===== config.mk =====
export PLATFORM = sky130hd
export DESIGN_NAME = conv_seq_ctrl
export DESIGN_NICKNAME = d
export VERILOG_FILES = /design/src/rtl/conv_seq_ctrl.sv
export SDC_FILE = /design/constraint.sdc
export NUM_CORES = 1
export LEC_CHECK = 0
export BUFFER_PORTS_ARGS = -buffer_cell sky130_fd_sc_hd__buf_2
export CORE_MARGIN = 2
export CORE_UTILIZATION = 35
export DETAILED_ROUTE_END_ITERATION = 10
export SLEW_MARGIN = 20
export SYNTH_ARGS = -nofsm -noshare
export SYNTH_HDL_FRONTEND = slang
export SYNTH_SLANG_ARGS = --single-unit
export TNS_END_PERCENT = 1

===== constraint.sdc =====
create_clock -name CLK -period 6.6 [get_ports CLK]
set_clock_uncertainty 0.2 [all_clocks]
set_input_delay 1.32 -clock CLK [delete_from_list [all_inputs] [get_ports CLK]]
set_output_delay 1.32 -clock CLK [all_outputs]
set_load 0.005 [all_outputs]

===== src/rtl/conv_seq_ctrl.sv =====
// 3x3 convolution sequencer: column fetch into a rotating 3-slot bank, channel MAC, scaled output.
// Latency: first pixel 4*NUM_CH+2 cycles after start, then 2*NUM_CH+2 cycles per pixel within a row.
// Backpressure: out_valid/out_data held until out_ready; no reads are issued while stalled.
module conv_seq_ctrl #(
    parameter int IMG_W  = 8,
    parameter int IMG_H  = 8,
    parameter int NUM_CH = 3,
    parameter int SHIFT  = 7,
    parameter int OUT_W  = 11,
    localparam int RW = (IMG_H  > 1) ? $clog2(IMG_H)  : 1,
    localparam int CW = (IMG_W  > 1) ? $clog2(IMG_W)  : 1,
    localparam int HW = (NUM_CH > 1) ? $clog2(NUM_CH) : 1
) (
    input  logic                    CLK,
    input  logic                    CLR,
    input  logic                    start,
    output logic                    busy,
    output logic                    done,
    output logic                    rd_en,
    output logic [RW-1:0]           rd_row,
    output logic [CW-1:0]           rd_col,
    output logic [HW-1:0]           rd_ch,
    output logic                    bank_we,
    output logic [1:0]              bank_slot,
    output logic [HW-1:0]           bank_ch,
    output logic [HW-1:0]           ch_sel,
    output logic [1:0]              sel,
    output logic                    and_control,
    input  logic signed [17:0]      acc_in,
    output logic signed [OUT_W-1:0] out_data,
    output logic [RW-1:0]           out_row,
    output logic [CW-1:0]           out_col,
    output logic                    out_valid,
    input  logic                    out_ready
);
    typedef enum logic [2:0] {S_IDLE, S_PRIME, S_FETCH, S_WAIT, S_MAC, S_WRITE, S_DONE} state_t;

    localparam logic signed [19:0] SAT_HI = 20'((1 << (OUT_W - 1)) - 1);
    localparam logic signed [19:0] SAT_LO = ~SAT_HI;

    state_t         state, nxt_state;
    logic [HW-1:0]  ch, nxt_ch;
    logic           pcol, nxt_pcol;
    logic [RW-1:0]  r, nxt_r;
    logic [CW-1:0]  c, nxt_c;
    logic [1:0]     cm, nxt_cm;
    logic [1:0]     rd_slot, fetch_slot;
    logic           last_ch;
    logic signed [19:0]      sum, sum_nxt, shifted;
    logic signed [OUT_W-1:0] sat_val;

    always_comb begin
        nxt_state = state;
        nxt_ch    = ch;
        nxt_pcol  = pcol;
        nxt_r     = r;
        nxt_c     = c;
        nxt_cm    = cm;
        last_ch   = (ch == HW'(NUM_CH - 1));
        case (state)
            S_IDLE: if (start) begin
                nxt_state = S_PRIME;
                nxt_ch    = '0;
                nxt_pcol  = 1'b0;
                nxt_r     = '0;
                nxt_c     = '0;
                nxt_cm    = 2'd0;
            end
            S_PRIME: begin
                nxt_ch = last_ch ? '0 : ch + HW'(1);
                if (last_ch) begin
                    nxt_pcol = ~pcol;
                    if (pcol) nxt_state = S_FETCH;
                end
            end
            S_FETCH: begin
                nxt_ch = last_ch ? '0 : ch + HW'(1);
                if (last_ch) nxt_state = S_WAIT;
            end
            S_WAIT: nxt_state = S_MAC;
            S_MAC: begin
                nxt_ch = last_ch ? '0 : ch + HW'(1);
                if (last_ch) nxt_state = S_WRITE;
            end
            S_WRITE: if (out_ready) begin
                if (c < CW'(IMG_W - 3)) begin
                    nxt_c     = c + CW'(1);
                    nxt_cm    = (cm == 2'd2) ? 2'd0 : cm + 2'd1;
                    nxt_state = S_FETCH;
                end else if (r < RW'(IMG_H - 3)) begin
                    nxt_r     = r + RW'(1);
                    nxt_c     = '0;
                    nxt_cm    = 2'd0;
                    nxt_state = S_PRIME;
                end else begin
                    nxt_state = S_DONE;
                end
            end
            S_DONE:  nxt_state = S_IDLE;
            default: nxt_state = S_IDLE;
        endcase
    end

    // Column c+2 lands in slot (c+2) mod 3, tracked from c mod 3 to avoid a divider.
    assign fetch_slot = (nxt_cm == 2'd0) ? 2'd2 : nxt_cm - 2'd1;

    assign sum_nxt = sum + {{2{acc_in[17]}}, acc_in};
    assign shifted = sum_nxt >>> SHIFT;

    always_comb begin
        sat_val = shifted[OUT_W-1:0];
        if (shifted > SAT_HI)      sat_val = SAT_HI[OUT_W-1:0];
        else if (shifted < SAT_LO) sat_val = SAT_LO[OUT_W-1:0];
    end

    always_ff @(posedge CLK or posedge CLR) begin
        if (CLR) begin
            state <= S_IDLE;
            ch    <= '0;
            pcol  <= 1'b0;
            r     <= '0;
            c     <= '0;
            cm    <= 2'd0;
            sum   <= '0;
        end else begin
            state <= nxt_state;
            ch    <= nxt_ch;
            pcol  <= nxt_pcol;
            r     <= nxt_r;
            c     <= nxt_c;
            cm    <= nxt_cm;
            if (state == S_WAIT)     sum <= '0;
            else if (state == S_MAC) sum <= sum_nxt;
        end
    end

    // Outputs are registered from the next-state decode so they line up with the state they describe.
    always_ff @(posedge CLK or posedge CLR) begin
        if (CLR) begin
            busy        <= 1'b0;
            done        <= 1'b0;
            rd_en       <= 1'b0;
            rd_row      <= '0;
            rd_col      <= '0;
            rd_ch       <= '0;
            rd_slot     <= 2'd0;
            bank_we     <= 1'b0;
            bank_slot   <= 2'd0;
            bank_ch     <= '0;
            ch_sel      <= '0;
            sel         <= 2'd0;
            and_control <= 1'b0;
            out_data    <= '0;
            out_row     <= '0;
            out_col     <= '0;
            out_valid   <= 1'b0;
        end else begin
            busy        <= (nxt_state != S_IDLE) && (nxt_state != S_DONE);
            done        <= (nxt_state == S_DONE);
            rd_en       <= (nxt_state == S_PRIME) || (nxt_state == S_FETCH);
            rd_row      <= nxt_r;
            rd_col      <= (nxt_state == S_PRIME) ? CW'(nxt_pcol) : nxt_c + CW'(2);
            rd_ch       <= nxt_ch;
            rd_slot     <= (nxt_state == S_PRIME) ? {1'b0, nxt_pcol} : fetch_slot;
            bank_we     <= rd_en;
            bank_slot   <= rd_slot;
            bank_ch     <= rd_ch;
            and_control <= (nxt_state == S_MAC);
            ch_sel      <= (nxt_state == S_MAC) ? nxt_ch : '0;
            if (nxt_state == S_MAC)       sel <= nxt_cm;
            else if (nxt_state == S_IDLE) sel <= 2'd0;
            out_valid   <= (nxt_state == S_WRITE);
            if (state == S_MAC && nxt_state == S_WRITE) begin
                out_data <= sat_val;
                out_row  <= r;
                out_col  <= c;
            end
        end
    end
endmodule


==> reports/qor.yml <==
cts_setup_buffers: 0
yosysTopAreaCell: "dfrtp_1"
cp_slowest_cell: "xor2_2"
critPathCaptureType: "flop"
grt_max_degree: 71
drc: 0
worst_slew_pin_slew_ns: 0.997
antenna_cells: 0
dieArea_um2: 12500
drtIter0Drc: 131
multiInputGateArea_um2: 2220
htree_levels: 3
regArea_um2: 1750
initial_core_util: 0.357
grt_antenna_before_repair: 0
path_cells: "buf_2, ha_1, o211ai_2, o211ai_2, a31oi_4, o21ba_1, a211o_1, xor2_2, a21oi_1, o221a_1"
final_nets: 507
cts_tree: "done"
hold_path_class: "flop to flop"
cp_max_fo: 12
critPathKind: "input pin to flop"
grt_usage: 0.162
period_needed_ns: 3.94
final_layout_size_suffix_gt1_frac: 0.255
met1_usage: 0.207
syn2layout_area_growth_pct: 17.4
ys.flop_type: "dfrtp_1"
hold_viol: 0
portBuffers: 60
cts_hold_buf: 0
overflow: 0
synth_cell_types: 66
syn_avg_cell_area_um2: 10.1
setup_viol: 0
dp_hpwl_um: 7050
viasPerCell: 5.34
clk_latency_ns: 0.33
syn_nets: 449
grt_pass1_wl_um: 16200
synth_edf_count: 0
rows: 39
ys_seq_elements: 70
synth-seq-area-share: 0.429
start_kind: "input pin"
post-route-period-util: 0.596
p_leak_nw: 2.28
vdd_drop_max_mv: 0.215
rsz0062_at_grt: "false"
cap_violations: 0
core_region_area_um2: 11400
crit_path_frequent_cell: "o211ai_2"
die_x_um: 112
dr_total_vias: 3257
n_fill_cell: 1139
ant_nets: 0
clk_path_buf_depth: 2
syn_inst: 404
report.final.slew_viol_count: 0
io_pins: 61
finalPower_w: 0.00228
synth.area.top_cells: "dfrtp_1, ha_1, o21ai_0"
yosysMostFrequentCell: "dfrtp_1"
cts-buffers-inserted: 9
slowest_delay_ns: 0.61
status: "completed"
slew_headroom: 0.333
path_delay_family: "compound AO/OA/AOI/OAI gates"
arrival_ns: 3.96
crit_required_ns: 6.62
clkSinkCount: 70
wl_per_cell_um: 15.9
grt.met2_usage: 0.264
synthArstFlopShare: 1.00
cts_resized: 0
setup_tns_ns: 0
synthesis.area_um2: 4080
dpl_cell_area_um2: 4500
place_congestion: 0.879
max_clock_freq_mhz: 254
ys_warn_count: 0
firstDrtPassIters: 4
grt_use_met3: 0.0441
top_usage_layer: "met2"
die_h_um: 112
grt_pass1_vias: 3225
cts_root_buf: "clkbuf_16"
path_buf_inv: 1
drt_wl_total_um: 9720
ys_top_cells_by_count: "dfrtp_1, nand2_1, nor2_1"
final_area_um2: 4790
yosysTopAreaCellShare: 0.429
p_per_area_nw_per_um2: 476
clk_pin_slew_ns: 0.06
## worst reg2reg max path, cell delays in order, from the launching register on
cell      delay (ns)
dfrtp_1         0.38
ha_1            0.39
o211ai_2        0.12
o211ai_2        0.31
a31oi_4         0.16
o21ba_1         0.24
a211o_1         0.33
xor2_2          0.61
a21oi_1         0.15
o221a_1         0.24
## through the flow
stage	setup WS, ns	cells	util	hold slack, ns
after floorplan	2.98	404	-	0.131
after global placement	2.12	594	0.393	0.139
after detailed placement	2.32	594	0.394	0.143
after CTS	2.68	610	0.420	0.165
after global routing	2.52	610	0.420	0.167
final	2.66	610	0.420	0.160
## power breakdown
group          internal (W)  switching (W)
Combinational      0.000454       0.000646
Sequential         0.000588       0.000111
Clock              0.000293       0.000189
Total               0.00134       0.000946
## layout by cell type (no fill, tap or decap), drive strengths merged, types with 7 or more instances in the layout
| cell | count |
|---|---|
| ha | 22 |
| a211oi | 14 |
| a21oi | 29 |
| clkbuf | 11 |
| o21ai | 39 |
| nand2 | 38 |
| nor3 | 9 |
| buf | 61 |
| a22o | 17 |
| inv | 13 |
| xor2 | 10 |
| mux2 | 8 |
| a21o | 7 |
| dfrtp | 70 |
| nor2 | 37 |
## worst paths after layout
| kind | cells past startpoint | startpoint | slack [ns] | to |
|---|---|---|---|---|
| min | 0 | rd_slot[1]$_DFF_PP0_ | 0.16 | bank_slot[1]$_DFF_PP0_ |
| min reg2reg | 0 | rd_slot[1]$_DFF_PP0_ | 0.16 | bank_slot[1]$_DFF_PP0_ |
| min in group asynchronous | 3 | CLR | 1.06 | ch_sel[0]$_DFF_PP0_ |
| max in group asynchronous | 3 | CLR | 4.55 | out_data[7]$_DFFE_PP0P_ |
| max reg2reg | 9 | sum[2]$_DFFE_PP0P_ | 3.36 | out_data[5]$_DFFE_PP0P_ |
| max | 10 | acc_in[2] | 2.66 | out_data[5]$_DFFE_PP0P_ |
## sequential cells by signal, summed over array words and instances, names as in the netlist
| name | count |
|---|---|
| and_control | 1 |
| bank_ch | 2 |
| bank_slot | 2 |
| bank_we | 1 |
| busy | 1 |
| c | 3 |
| ch_sel | 2 |
| cm | 2 |
| done | 1 |
| out_col | 3 |
| out_data | 11 |
| out_row | 3 |
| out_valid | 1 |
| pcol | 1 |
| rd_ch | 2 |
| rd_col | 3 |
| rd_en | 1 |
| rd_row | 3 |
| rd_slot | 2 |
| sel | 2 |
| state | 3 |
| sum | 20 |
## final cells by class
type	instances	area share
multi-input cells	308	0.463
inverters	12	0.00940
well taps	143	0.0373
clock inverters	5	0.0123
clock buffers	11	0.0486
repair buffers	61	0.0642
flip-flops and latches	70	0.366
## routing by layer
layer / routed length (um) / up-vias
met1: 4300 / 1571
met4: 195 / 0
met2: 4710 / 76
met5: 0 / -
met3: 519 / 17
li1: - / 1593
## cell families (layout without fill, tap and decap cells)
| family | Yosys count | count (layout) | synth area share |
|---|---|---|---|
| XOR/XNOR | 17 | 17 | 0.0402 |
| buffers and inverters | 26 | 89 | 0.0303 |
| flip-flops | 70 | 70 | 0.429 |
| AND/OR/NAND/NOR | 118 | 118 | 0.140 |
| AO/OA/AOI/OAI | 142 | 142 | 0.266 |
| adder cells (fa/ha/maj) | 23 | 23 | 0.0723 |
| multiplexers | 8 | 8 | 0.0221 |
Power figures use the tool's default switching activity.
